==> config.mk <==
export PLATFORM = sky130hd
export DESIGN_NAME = tip_hello_sram_bist_axi
export DESIGN_NICKNAME = d
export VERILOG_FILES = /design/src/rtl/tip_hello_sram_bist_axi.sv
export SDC_FILE = /design/constraint.sdc
export NUM_CORES = 1
export LEC_CHECK = 0
export CORE_AREA = 4 4 206 208
export CTS_CLUSTER_DIAMETER = 60
export CTS_CLUSTER_SIZE = 20
export DETAILED_ROUTE_END_ITERATION = 6
export DIE_AREA = 0 0 210 212
export GPL_TIMING_DRIVEN = 0
export PLACE_DENSITY = 0.74
export SETUP_SLACK_MARGIN = 0.05
export SLEW_MARGIN = 10
export SYNTH_ARGS = -nofsm -noshare
export SYNTH_HDL_FRONTEND = slang
export SYNTH_SLANG_ARGS = --single-unit
==> constraint.sdc <==
create_clock -name clk -period 8.1 [get_ports clk]
set_input_delay 2.025 -clock clk [delete_from_list [all_inputs] [get_ports clk]]
set_output_delay 2.025 -clock clk [all_outputs]
set_load 0.02 [all_outputs]
==> src/rtl/tip_hello_sram_bist_axi.sv <==
`default_nettype none
// ============================================================================
// Module   : tip_hello_sram_bist_axi
// Purpose  : AXI4 master BIST engine for the TIP_HELLO 128-bit SRAM slave.
//            On an accepted start it writes a deterministic pattern over a
//            range of 16-byte beats using INCR bursts, then reads the range
//            back and compares every beat.
//            It reports pass/fail, a saturating error count and the byte
//            address of the first failing beat.
// Revision : 1.0 - initial release
// ----------------------------------------------------------------------------
// Ports
//   clk, rst               clock, asynchronous active-high reset
//   start_i                1-cycle start pulse, ignored while busy
//   cfg_base_i             byte base address (bits [3:0] forced to zero)
//   cfg_num_beats_i        number of 16-byte beats to test
//   cfg_seed_i             pattern seed
//   busy_o / done_o        test in progress / 1-cycle end-of-test pulse
//   pass_o                 result, held from done until the next start
//   err_count_o            saturating count of failing beats
//   first_fail_addr_o      byte address of the first failing beat
//   txaw* txw* txb*        AXI4 write address / data / response channels
//   txar* txr*             AXI4 read address / data channels
// Configuration macro
//   TIP_HELLO_BIST_LFSR_EN defined  : word(k) = {4{L_k}} from a 32-bit
//                                     Galois LFSR, x^32+x^22+x^2+x+1
//   TIP_HELLO_BIST_LFSR_EN undefined: word(k) = {4{seed ^ k}}
// ============================================================================
module tip_hello_sram_bist_axi #(
    parameter int BW_ADDR    = 32,
    parameter int BW_DATA    = 128,
    parameter int BW_AXI_TID = 4,
    parameter int BURST_LEN  = 16,
    parameter int BW_COUNT   = 16
) (
    input  logic                  clk,
    input  logic                  rst,
    input  logic                  start_i,
    input  logic [BW_ADDR-1:0]    cfg_base_i,
    input  logic [BW_COUNT-1:0]   cfg_num_beats_i,
    input  logic [31:0]           cfg_seed_i,
    output logic                  busy_o,
    output logic                  done_o,
    output logic                  pass_o,
    output logic [BW_COUNT-1:0]   err_count_o,
    output logic [BW_ADDR-1:0]    first_fail_addr_o,
    // write address channel
    output logic                  txawvalid_o,
    input  logic                  txawready_i,
    output logic [BW_AXI_TID-1:0] txawid_o,
    output logic [BW_ADDR-1:0]    txawaddr_o,
    output logic [7:0]            txawlen_o,
    output logic [2:0]            txawsize_o,
    output logic [1:0]            txawburst_o,
    // write data channel
    output logic                  txwvalid_o,
    input  logic                  txwready_i,
    output logic [BW_DATA-1:0]    txwdata_o,
    output logic [BW_DATA/8-1:0]  txwstrb_o,
    output logic                  txwlast_o,
    // write response channel
    input  logic                  txbvalid_i,
    output logic                  txbready_o,
    input  logic [BW_AXI_TID-1:0] txbid_i,
    input  logic [1:0]            txbresp_i,
    // read address channel
    output logic                  txarvalid_o,
    input  logic                  txarready_i,
    output logic [BW_AXI_TID-1:0] txarid_o,
    output logic [BW_ADDR-1:0]    txaraddr_o,
    output logic [7:0]            txarlen_o,
    output logic [2:0]            txarsize_o,
    output logic [1:0]            txarburst_o,
    // read data channel
    input  logic                  txrvalid_i,
    output logic                  txrready_o,
    input  logic [BW_AXI_TID-1:0] txrid_i,
    input  logic [BW_DATA-1:0]    txrdata_i,
    input  logic [1:0]            txrresp_i,
    input  logic                  txrlast_i
);

    // ------------------------------------------------------------------------
    // Constants
    // ------------------------------------------------------------------------
    localparam logic [2:0] c_IDLE = 3'd0;
    localparam logic [2:0] c_AW   = 3'd1;
    localparam logic [2:0] c_W    = 3'd2;
    localparam logic [2:0] c_B    = 3'd3;
    localparam logic [2:0] c_AR   = 3'd4;
    localparam logic [2:0] c_R    = 3'd5;
    localparam logic [2:0] c_FIN  = 3'd6;

    localparam logic [BW_COUNT-1:0] c_BURST     = BW_COUNT'(BURST_LEN);
    localparam logic [BW_COUNT-1:0] c_ONE       = BW_COUNT'(1);
    localparam logic [1:0]          c_OKAY      = 2'b00;
    localparam logic [1:0]          c_INCR      = 2'b01;
    localparam logic [2:0]          c_SIZE_16B  = 3'd4;

    // ------------------------------------------------------------------------
    // State and datapath registers
    // ------------------------------------------------------------------------
    logic [2:0]          state_q;
    logic [2:0]          state_d;
    logic [BW_ADDR-1:0]  base_q;      // 16-byte aligned base
    logic [BW_COUNT-1:0] num_q;       // total beats requested
    logic [31:0]         seed_q;      // seed (LFSR build: normalised L_0)
    logic [BW_COUNT-1:0] issued_q;    // beats completed before current burst
    logic [BW_COUNT-1:0] beat_q;      // beat index within current burst
    logic [BW_COUNT-1:0] err_q;
    logic [BW_ADDR-1:0]  ffa_q;
    logic                pass_q;

    // ------------------------------------------------------------------------
    // Combinational helpers
    // ------------------------------------------------------------------------
    logic [BW_COUNT-1:0] w_remaining;
    logic [BW_COUNT-1:0] w_burst;
    logic [BW_COUNT-1:0] w_idx;
    logic                w_last_beat;
    logic                w_more;
    logic [BW_ADDR-1:0]  w_burst_addr;
    logic [BW_ADDR-1:0]  w_beat_addr;
    logic [31:0]         w_word;
    logic [BW_DATA-1:0]  w_pattern;
    logic                w_start;
    logic                w_w_hs;
    logic                w_b_hs;
    logic                w_r_hs;
    logic                w_r_err;
    logic                w_b_err;
    logic                w_err;
    logic [BW_ADDR-1:0]  w_err_addr;
    logic                w_unused;

    assign w_remaining  = num_q - issued_q;
    assign w_burst      = (w_remaining > c_BURST) ? c_BURST : w_remaining;
    assign w_idx        = issued_q + beat_q;
    assign w_last_beat  = (beat_q == (w_burst - c_ONE));
    assign w_more       = ((issued_q + w_burst) < num_q);
    assign w_burst_addr = base_q + (BW_ADDR'(issued_q) << 4);
    assign w_beat_addr  = base_q + (BW_ADDR'(w_idx) << 4);

`ifdef TIP_HELLO_BIST_LFSR_EN
    // Galois LFSR, left-shifting form; feedback taps x^22, x^2, x^1, x^0.
    localparam logic [31:0] c_POLY = 32'h0040_0007;

    logic [31:0] lfsr_q;
    logic [31:0] w_lfsr_next;

    assign w_lfsr_next = {lfsr_q[30:0], 1'b0} ^ (lfsr_q[31] ? c_POLY : 32'h0);
    assign w_word      = lfsr_q;
`else
    assign w_word      = seed_q ^ 32'(w_idx);
`endif

    assign w_pattern  = {4{w_word}};

    assign w_start    = (state_q == c_IDLE) && start_i;
    assign w_w_hs     = (state_q == c_W)  && txwready_i;
    assign w_b_hs     = (state_q == c_B)  && txbvalid_i;
    assign w_r_hs     = (state_q == c_R)  && txrvalid_i;

    // A beat fails on data mismatch, a non-OKAY response, or an rlast that
    // does not line up with the beat counter; each failing beat counts once.
    assign w_r_err    = w_r_hs && ((txrdata_i != w_pattern) ||
                                   (txrresp_i != c_OKAY)    ||
                                   (txrlast_i != w_last_beat));
    assign w_b_err    = w_b_hs && (txbresp_i != c_OKAY);
    assign w_err      = w_r_err || w_b_err;
    assign w_err_addr = (state_q == c_B) ? w_burst_addr : w_beat_addr;

    // IDs are fixed at zero and never checked; low base bits are discarded.
    assign w_unused   = ^{cfg_base_i[3:0], txbid_i, txrid_i};

    // ------------------------------------------------------------------------
    // FSM: state register
    // ------------------------------------------------------------------------
    always_ff @(posedge clk or posedge rst) begin
        if (rst) begin
            state_q <= c_IDLE;
        end else begin
            state_q <= state_d;
        end
    end

    // ------------------------------------------------------------------------
    // FSM: next-state logic
    // ------------------------------------------------------------------------
    always_comb begin
        state_d = state_q;
        case (state_q)
            c_IDLE: begin
                if (start_i) begin
                    state_d = (cfg_num_beats_i == '0) ? c_FIN : c_AW;
                end
            end
            c_AW: begin
                if (txawready_i) begin
                    state_d = c_W;
                end
            end
            c_W: begin
                if (txwready_i && w_last_beat) begin
                    state_d = c_B;
                end
            end
            c_B: begin
                if (txbvalid_i) begin
                    state_d = w_more ? c_AW : c_AR;
                end
            end
            c_AR: begin
                if (txarready_i) begin
                    state_d = c_R;
                end
            end
            c_R: begin
                if (txrvalid_i && w_last_beat) begin
                    state_d = w_more ? c_AR : c_FIN;
                end
            end
            c_FIN: begin
                state_d = c_IDLE;
            end
            default: begin
                state_d = c_IDLE;
            end
        endcase
    end

    // ------------------------------------------------------------------------
    // FSM: output decode (valids follow state so reset drops them at once)
    // ------------------------------------------------------------------------
    always_comb begin
        busy_o      = 1'b0;
        done_o      = 1'b0;
        txawvalid_o = 1'b0;
        txwvalid_o  = 1'b0;
        txbready_o  = 1'b0;
        txarvalid_o = 1'b0;
        txrready_o  = 1'b0;
        case (state_q)
            c_AW: begin
                busy_o      = 1'b1;
                txawvalid_o = 1'b1;
            end
            c_W: begin
                busy_o      = 1'b1;
                txwvalid_o  = 1'b1;
            end
            c_B: begin
                busy_o      = 1'b1;
                txbready_o  = 1'b1;
            end
            c_AR: begin
                busy_o      = 1'b1;
                txarvalid_o = 1'b1;
            end
            c_R: begin
                busy_o      = 1'b1;
                txrready_o  = 1'b1;
            end
            c_FIN: begin
                busy_o      = 1'b1;
                done_o      = 1'b1;
            end
            default: begin
                busy_o      = 1'b0;
            end
        endcase
    end

    // Payload is zeroed whenever its channel is idle, so every output reads
    // zero in reset. While valid is high the fields depend only on counters
    // that move on handshakes, so they stay stable under back-pressure.
    assign txawid_o    = '0;
    assign txawaddr_o  = txawvalid_o ? w_burst_addr : '0;
    assign txawlen_o   = txawvalid_o ? 8'(w_burst - c_ONE) : 8'h0;
    assign txawsize_o  = txawvalid_o ? c_SIZE_16B : 3'd0;
    assign txawburst_o = txawvalid_o ? c_INCR : 2'b00;

    assign txwdata_o   = txwvalid_o ? w_pattern : '0;
    assign txwstrb_o   = txwvalid_o ? '1 : '0;
    assign txwlast_o   = txwvalid_o && w_last_beat;

    assign txarid_o    = '0;
    assign txaraddr_o  = txarvalid_o ? w_burst_addr : '0;
    assign txarlen_o   = txarvalid_o ? 8'(w_burst - c_ONE) : 8'h0;
    assign txarsize_o  = txarvalid_o ? c_SIZE_16B : 3'd0;
    assign txarburst_o = txarvalid_o ? c_INCR : 2'b00;

    // pass is live during the done cycle and then held by pass_q.
    assign pass_o            = (state_q == c_FIN) ? (err_q == '0) : pass_q;
    assign err_count_o       = err_q;
    assign first_fail_addr_o = ffa_q;

    // ------------------------------------------------------------------------
    // Datapath
    // ------------------------------------------------------------------------
    always_ff @(posedge clk or posedge rst) begin
        if (rst) begin
            base_q   <= '0;
            num_q    <= '0;
            seed_q   <= '0;
            issued_q <= '0;
            beat_q   <= '0;
            err_q    <= '0;
            ffa_q    <= '0;
            pass_q   <= 1'b0;
`ifdef TIP_HELLO_BIST_LFSR_EN
            lfsr_q   <= '0;
`endif
        end else begin
            if (w_start) begin
                base_q   <= {cfg_base_i[BW_ADDR-1:4], 4'h0};
                num_q    <= cfg_num_beats_i;
                issued_q <= '0;
                beat_q   <= '0;
                err_q    <= '0;
                ffa_q    <= '0;
                pass_q   <= 1'b0;
`ifdef TIP_HELLO_BIST_LFSR_EN
                // An all-zero state would lock the LFSR, so seed 0 becomes 1.
                seed_q   <= (cfg_seed_i == 32'h0) ? 32'h1 : cfg_seed_i;
                lfsr_q   <= (cfg_seed_i == 32'h0) ? 32'h1 : cfg_seed_i;
`else
                seed_q   <= cfg_seed_i;
`endif
            end

            if (w_w_hs || w_r_hs) begin
                beat_q <= w_last_beat ? '0 : (beat_q + c_ONE);
`ifdef TIP_HELLO_BIST_LFSR_EN
                lfsr_q <= w_lfsr_next;
`endif
            end

            if (w_r_hs && w_last_beat) begin
                issued_q <= issued_q + w_burst;
            end

            // The last write response rewinds the beat index (and pattern
            // generator) so the read phase regenerates the same sequence.
            if (w_b_hs) begin
                if (w_more) begin
                    issued_q <= issued_q + w_burst;
                end else begin
                    issued_q <= '0;
`ifdef TIP_HELLO_BIST_LFSR_EN
                    lfsr_q   <= seed_q;
`endif
                end
            end

            if (w_err) begin
                if (err_q != '1) begin
                    err_q <= err_q + c_ONE;
                end
                if (err_q == '0) begin
                    ffa_q <= w_err_addr;
                end
            end

            if (state_q == c_FIN) begin
                pass_q <= (err_q == '0);
            end
        end
    end

endmodule
`default_nettype wire

==> impl_metrics.env, run 1 <==
export IMPL_status="complete, no violations"
export IMPL_crit_required_ps=6080
export IMPL_syn_inst=1860
export IMPL_num_nets_final=2737
export IMPL_first_pass_iters=5
export IMPL_power_share_switching_pct=49.5
export IMPL_routedWlPerCell_um=21.5
export IMPL_critPathKind="reg -> out"
export IMPL_clock_latency_ps=450
export IMPL_hold_viol_final=0
export IMPL_path_max_fanout=10
export IMPL_period_needed_ps=7800
export IMPL_cts_root_buf="clkbuf_16"
export IMPL_setup_violations=0
export IMPL_core_region_area_sq_mm=0.0406
export IMPL_ctsHoldBuffers=0
export IMPL_ir_drop_mv=0.208
export IMPL_cts_path_max_buffers=2
export IMPL_p_int_mw=3.96
export IMPL_async_flop_share_pct=100
export IMPL_grtUsageTotal_pct=27.1
export IMPL_io_buffer_count=493
export IMPL_routed_via_density=5.37
export IMPL_rsz0062_at_grt="false"
export IMPL_start_kind="flip-flop"
export IMPL_drc=0
export IMPL_drive_gt1_share_pct=9.62
export IMPL_grt_max_degree=84
export IMPL_htree_levels=4
export IMPL_clock_sinks=160
export IMPL_pin_count=528
export IMPL_synth_ff_type="dfrtp_1"
export IMPL_synth_edf_count=0
export IMPL_placed_cell_area_sq_mm=0.0203
export IMPL_holdWs_ps=488
export IMPL_powerDensity_mw_per_mm2=372
export IMPL_p_sw_mw=3.88
export IMPL_gp_congestion=1.00
export IMPL_ys_seq_area_share_pct=27.5
export IMPL_ant_nets=0
export IMPL_grt_pass1_vias=15400
export IMPL_synth_seq_cells=160
export IMPL_cap_violations=0
export IMPL_path_clk_slew_ps=70
export IMPL_fmax_mhz=128
export IMPL_vias=15900
export IMPL_grt_pass1_wl_um=92900
export IMPL_slew_headroom_pct=18.7
export IMPL_clock_skew_ps=14.4
export IMPL_avgSynthCellArea_sq_um=7.84
export IMPL_combPwrFrac_pct=70.8
export IMPL_start_util_pct=36.0
export IMPL_drv_slew=0
export IMPL_die_w_um=210
export IMPL_finalInstanceArea_sq_mm=0.0211
export IMPL_yosys_cell_types_count=82
export IMPL_fillers=3790
export IMPL_place_hpwl_um=51900
export IMPL_seqPwrFrac_pct=17.9
export IMPL_timing_final_crit_share_pct=96.3
export IMPL_power_leakage_nw=9.58
export IMPL_tightest_slew_ps=1220
export IMPL_end_kind="output port"
export IMPL_grt_ovfl_total=0
export IMPL_synth_area_sq_mm=0.0146
export IMPL_drt_iter0_markers=1270
export IMPL_die_area_sq_mm=0.0445
export IMPL_hold_class="reg -> reg"
export IMPL_cp_arrival_ps=5780
export IMPL_antenna_found_initial=4
export IMPL_area_growth_syn_to_layout_pct=44.8
export IMPL_cts_tree="built"
export IMPL_ys_warn_count=0
export IMPL_finalSetupTns_ps=0
export IMPL_die_h_um=212
export IMPL_clock_power_share_pct=11.3
export IMPL_placementRows=74
export IMPL_drt_total_wl_um=63600
export IMPL_cts_made_buffers=17
-- routing by layer --
layer / global-route usage (%) / share of wire, %
met2: 46.6 / 49
met4: 11.8 / 4.4
met3: 5.74 / 7.8
met5: 0 / 0.049
met1: 32.9 / 39
-- per-stage QoR --
stage | worst slack [ps] | cells | total power, mW | utilization [%]
2_1_floorplan | 984 | 1891 | 4.68 | -
3_3_place_gp | -685 | 2916 | 6.71 | 50.0
3_5_place_dp | -614 | 2917 | 6.82 | 50.1
4_1_cts | 73.6 | 2949 | 7.76 | 51.8
5_1_grt | 55.2 | 2955 | 8.30 | 52.0
6_report | 296 | 2955 | 7.85 | 52.0
-- layout make-up --
type                       count  area (sq um)  area share [%]
antenna                        2          5.00          0.0237
buffer                       204          1330            6.32
clock buffer                  18           439            2.08
clock inverter                14           194           0.919
inverter                      85           327            1.55
multi-input combinational   1440          9130            43.3
sequential                   160          4010            19.0
tap                          532           666            3.15
timing repair buffer         500          5000            23.7
-- synth_stat cells, types with 11 or more instances --
master      n  share of area [%]
buf_4     142                7.3
and2_1     29                1.2
and3_1     34                1.5
inv_1      85                2.2
nand3_1    47                1.6
nor4_1     28                1.2
nor2b_1    14               0.60
o21bai_1   17               0.88
nand2_1   314                8.1
a21oi_1    79                2.7
o21ai_0    81                2.8
nor3_1     31                1.1
nand4_1    38                1.6
a21o_1     30                1.5
dfrtp_1   160                 27
a22o_1     22                1.3
a31oi_1    20               0.86
mux2i_1    43                3.0
ha_1       95                8.2
o21ai_1    13               0.45
nand2b_1   15               0.64
xor2_1     30                1.8
clkbuf_1   53                1.4
or3_1      11               0.47
xnor2_1    82                4.9
nor2_1    173                4.5
o211ai_1   13               0.67
-- worst max-delay path: stages (launching register included) --
cell and delay [ps]:
dfrtp_1 410, inv_1 120, ha_1 200, inv_1 70
fa_1 430, a21o_1 260, a221oi_4 310, o21ai_1 150
o311a_1 380, mux2i_2 230, nand4_1 180, buf_6 210
nor2_8 180, nand2_1 150, ha_4 230, o211ai_1 150
nor2_2 150, nor4b_1 250, a31oi_1 80, nor3_1 150
o22ai_1 140, a311o_2 390, nor4_4 270, buf_4 220
-- kinds of logic after synthesis --
family	after synthesis	share of synthesized area (%)
multiplexers	47	3.26
AO/OA/AOI/OAI	362	16.4
buffers and inverters	291	11.3
XOR/XNOR	116	7.37
adder cells (fa/ha/maj)	100	8.84
AND/OR/NAND/NOR	783	25.3
flip-flops	160	27.5
other	1	0.0257
-- registers in the layout, indices dropped and copies added (netlist names) --
name               count
err_count_o           16
pass_q                 1
beat_q                16
issued_q              16
num_q                 16
base_q                28
state_q                3
seed_q                32
first_fail_addr_o     32
-- cell usage in the layout (no fill, tap or decap), types with 13 or more instances in the layout --
cell type,netlist,final
nand4_1,38,38
o21ai_0,81,79
nand2b_1,15,15
buf_4,142,147
o21bai_1,17,17
nor3_1,31,30
clkdlybuf4s50_1,0,492
ha_1,95,94
nand2_1,314,314
a22o_1,22,22
xor2_1,30,30
xnor2_1,82,81
clkbuf_16,0,17
nor2b_1,14,14
nor2_1,173,172
and2_1,29,29
clkbuf_1,53,52
a31oi_1,20,20
inv_1,85,84
nand3_1,47,47
o21ai_1,13,15
mux2i_1,43,42
o211ai_1,13,13
nor4_1,28,27
a21o_1,30,30
dfrtp_1,160,158
and3_1,34,34
conb_1,1,32
a21oi_1,79,76
-- worst paths after layout --
| path | start | cells past startpoint | end | slack (ps) |
|---|---|---|---|---|
| worst max-delay path | num_q[0] | 23 | txwlast_o | 300 |
| worst min-delay path | seed_q[5] | 2 | seed_q[5] | 490 |
| worst max register to register | num_q[0] | 36 | issued_q[0] | 480 |
| worst min register to register | seed_q[5] | 2 | seed_q[5] | 490 |
| max in group asynchronous | rst | 3 | err_count_o[12] | 5220 |
| min in group asynchronous | rst | 2 | num_q[12] | 2030 |
-- power groups by stage --
stage	logic [mW]	clock network [mW]	registers, mW
after floorplan	3.33	0	1.36
after global placement	5.31	0	1.40
after detailed placement	5.41	0	1.41
after CTS	5.47	0.898	1.40
after global routing	5.94	0.931	1.43
final	5.56	0.888	1.40
-- what timing repair did --
action / 4_1_cts / 5_1_grt
setup endpoints to repair: 17 / 17
pin swaps: 2 / 5
resized for setup: 14 / 15
setup buffers: 2 / 4
Power figures use the tool's default switching activity.
==> inputs of run 2 (changes only) <==
CTS_CLUSTER_SIZE = not set   (was 20)
SKIP_CTS_REPAIR_TIMING = 1   (was not set)
==> impl_metrics.env, run 2 (synthesized netlist as in run 1, its figures left out) <==
export IMPL_status="complete, no violations"
export IMPL_multi_input_area_sq_mm=0.00912
export IMPL_drt_iter0_markers=1215
export IMPL_vias=15800
export IMPL_placementRows=74
export IMPL_die_area_sq_mm=0.0445
export IMPL_final_common_cell="clkdlybuf4s50_1"
export IMPL_grt_max_degree=84
export IMPL_crit_required_ps=6080
export IMPL_period_needed_ps=7960
export IMPL_hold_start="seed_q[6]"
export IMPL_holdPathEnd="seed_q[6]"
export IMPL_reg2reg_from="issued_q[0]"
export IMPL_clock_skew_ps=12.9
export IMPL_cts_made_buffers=17
export IMPL_hold_viol_final=0
export IMPL_cap_violations=0
export IMPL_critPathKind="reg -> out"
export IMPL_htree_levels=4
export IMPL_place_hpwl_um=51900
export IMPL_ant_nets=0
export IMPL_cp_arrival_ps=5930
export IMPL_clock_sinks=160
export IMPL_r2r_end="issued_q[0]"
export IMPL_cts_tree="built"
export IMPL_tightest_slew_ps=1250
export IMPL_path_clk_slew_ps=70
export IMPL_powerDensity_mw_per_mm2=372
export IMPL_power_mw=7.84
export IMPL_fillers=3787
export IMPL_routed_via_density=5.34
export IMPL_gp_congestion=1.00
export IMPL_routedWlPerCell_um=21.5
export IMPL_ir_drop_mv=0.204
export IMPL_final_seq_area_sq_mm=0.00401
export IMPL_final_cell_count_no_fill=2954
export IMPL_finalInstanceArea_sq_mm=0.0211
export IMPL_fmax_mhz=126
export IMPL_placed_cell_area_sq_mm=0.0203
export IMPL_fin_ws_ps=140
export IMPL_grt_ovfl_total=0
export IMPL_reg2reg_setup_slack_ps=500
export IMPL_preCtsSetupSlack_ps=-614
export IMPL_dp_cells=2917
export IMPL_num_nets_final=2736
export IMPL_path_max_fanout=10
export IMPL_reg2reg_depth=34
export IMPL_drc=0
export IMPL_die_h_um=212
export IMPL_core_region_area_sq_mm=0.0406
export IMPL_drive_gt1_share_pct=9.42
export IMPL_antenna_found_initial=4
export IMPL_start_kind="flip-flop"
export IMPL_area_growth_syn_to_layout_pct=44.6
export IMPL_io_buffer_count=493
export IMPL_cts_path_max_buffers=2
export IMPL_pin_count=528
export IMPL_end_kind="output port"
export IMPL_timing_final_crit_share_pct=98.3
export IMPL_slew_headroom_pct=16.4
export IMPL_first_pass_iters=5
export IMPL_grtUsageTotal_pct=27.1
export IMPL_drv_slew=0
export IMPL_start_util_pct=36.0
export IMPL_hold_depth=2
export IMPL_grt_pass1_wl_um=92800
export IMPL_setup_violations=0
export IMPL_hold_class="reg -> reg"
export IMPL_grt_pass1_vias=15300
export IMPL_die_w_um=210
export IMPL_cts_root_buf="clkbuf_16"
export IMPL_layout_common_cells="clkdlybuf4s50_1 (492), nand2_1 (314), nor2_1 (172)"
export IMPL_clock_latency_ps=450
export IMPL_power_leakage_nw=9.58
export IMPL_rsz0062_at_grt="true"
export IMPL_drt_total_wl_um=63600
[run 2: power by group]
group	internal, mW	leakage, nW	switching, mW	total [mW]
logic	2.41	7.19	3.15	5.55
clock network	0.481	0.306	0.406	0.887
registers	1.07	2.09	0.330	1.40
total	3.96	9.58	3.88	7.84
[run 2: cell type report]
type	count	share of cell area, %
multi-input combinational	1440	43.2
timing repair buffer	499	23.7
sequential	160	19.0
buffer	204	6.33
tap	532	3.16
clock buffer	18	2.08
inverter	85	1.55
clock inverter	14	0.920
antenna	2	0.0237
[run 2: metal layers]
metal,up-vias,global-route usage [%],share of wire (%)
met5,-,0,0.049
met2,679,46.6,49
li1,7432,-,-
met3,127,5.99,7.5
met1,7534,32.8,39
met4,4,11.5,4.4
[run 2: how the worst max path moves through the flow]
stage                            from    endpoint  slack, ps  cells past startpoint
after floorplan           issued_q[1]   txwlast_o        980                     21
after global placement            rst  seed_q[20]       -680                      2
after detailed placement  issued_q[0]   txwlast_o       -610                     23
after CTS                 issued_q[0]   txwlast_o      -1180                     23
after global routing         num_q[0]   txwlast_o        -80                     20
final                     issued_q[0]   txwlast_o        140                     19
[run 2: metrics by stage]
stage               TNS, ps  utilization, %  hold WS [ps]
finish                    0            52.0           490
global route          -78.0            52.0           515
CTS                   -6720            51.7           490
detailed placement    -5570            50.1           470
global placement    -109680            50.0           467
floorplan                 0               -           447
[run 2: critical path, stage by stage (launching register included)]
cell	delay, ps
dfrtp_2	490
ha_1	240
inv_1	70
fa_1	430
a21o_1	260
a221oi_4	310
o21ai_1	150
o311a_1	370
mux2i_2	230
nand4_1	190
buf_6	220
nor2_8	190
nand2_1	120
ha_2	270
o211ai_1	180
nor2_2	160
a2111oi_0	560
o21ai_0	350
nor4_4	460
buf_4	220
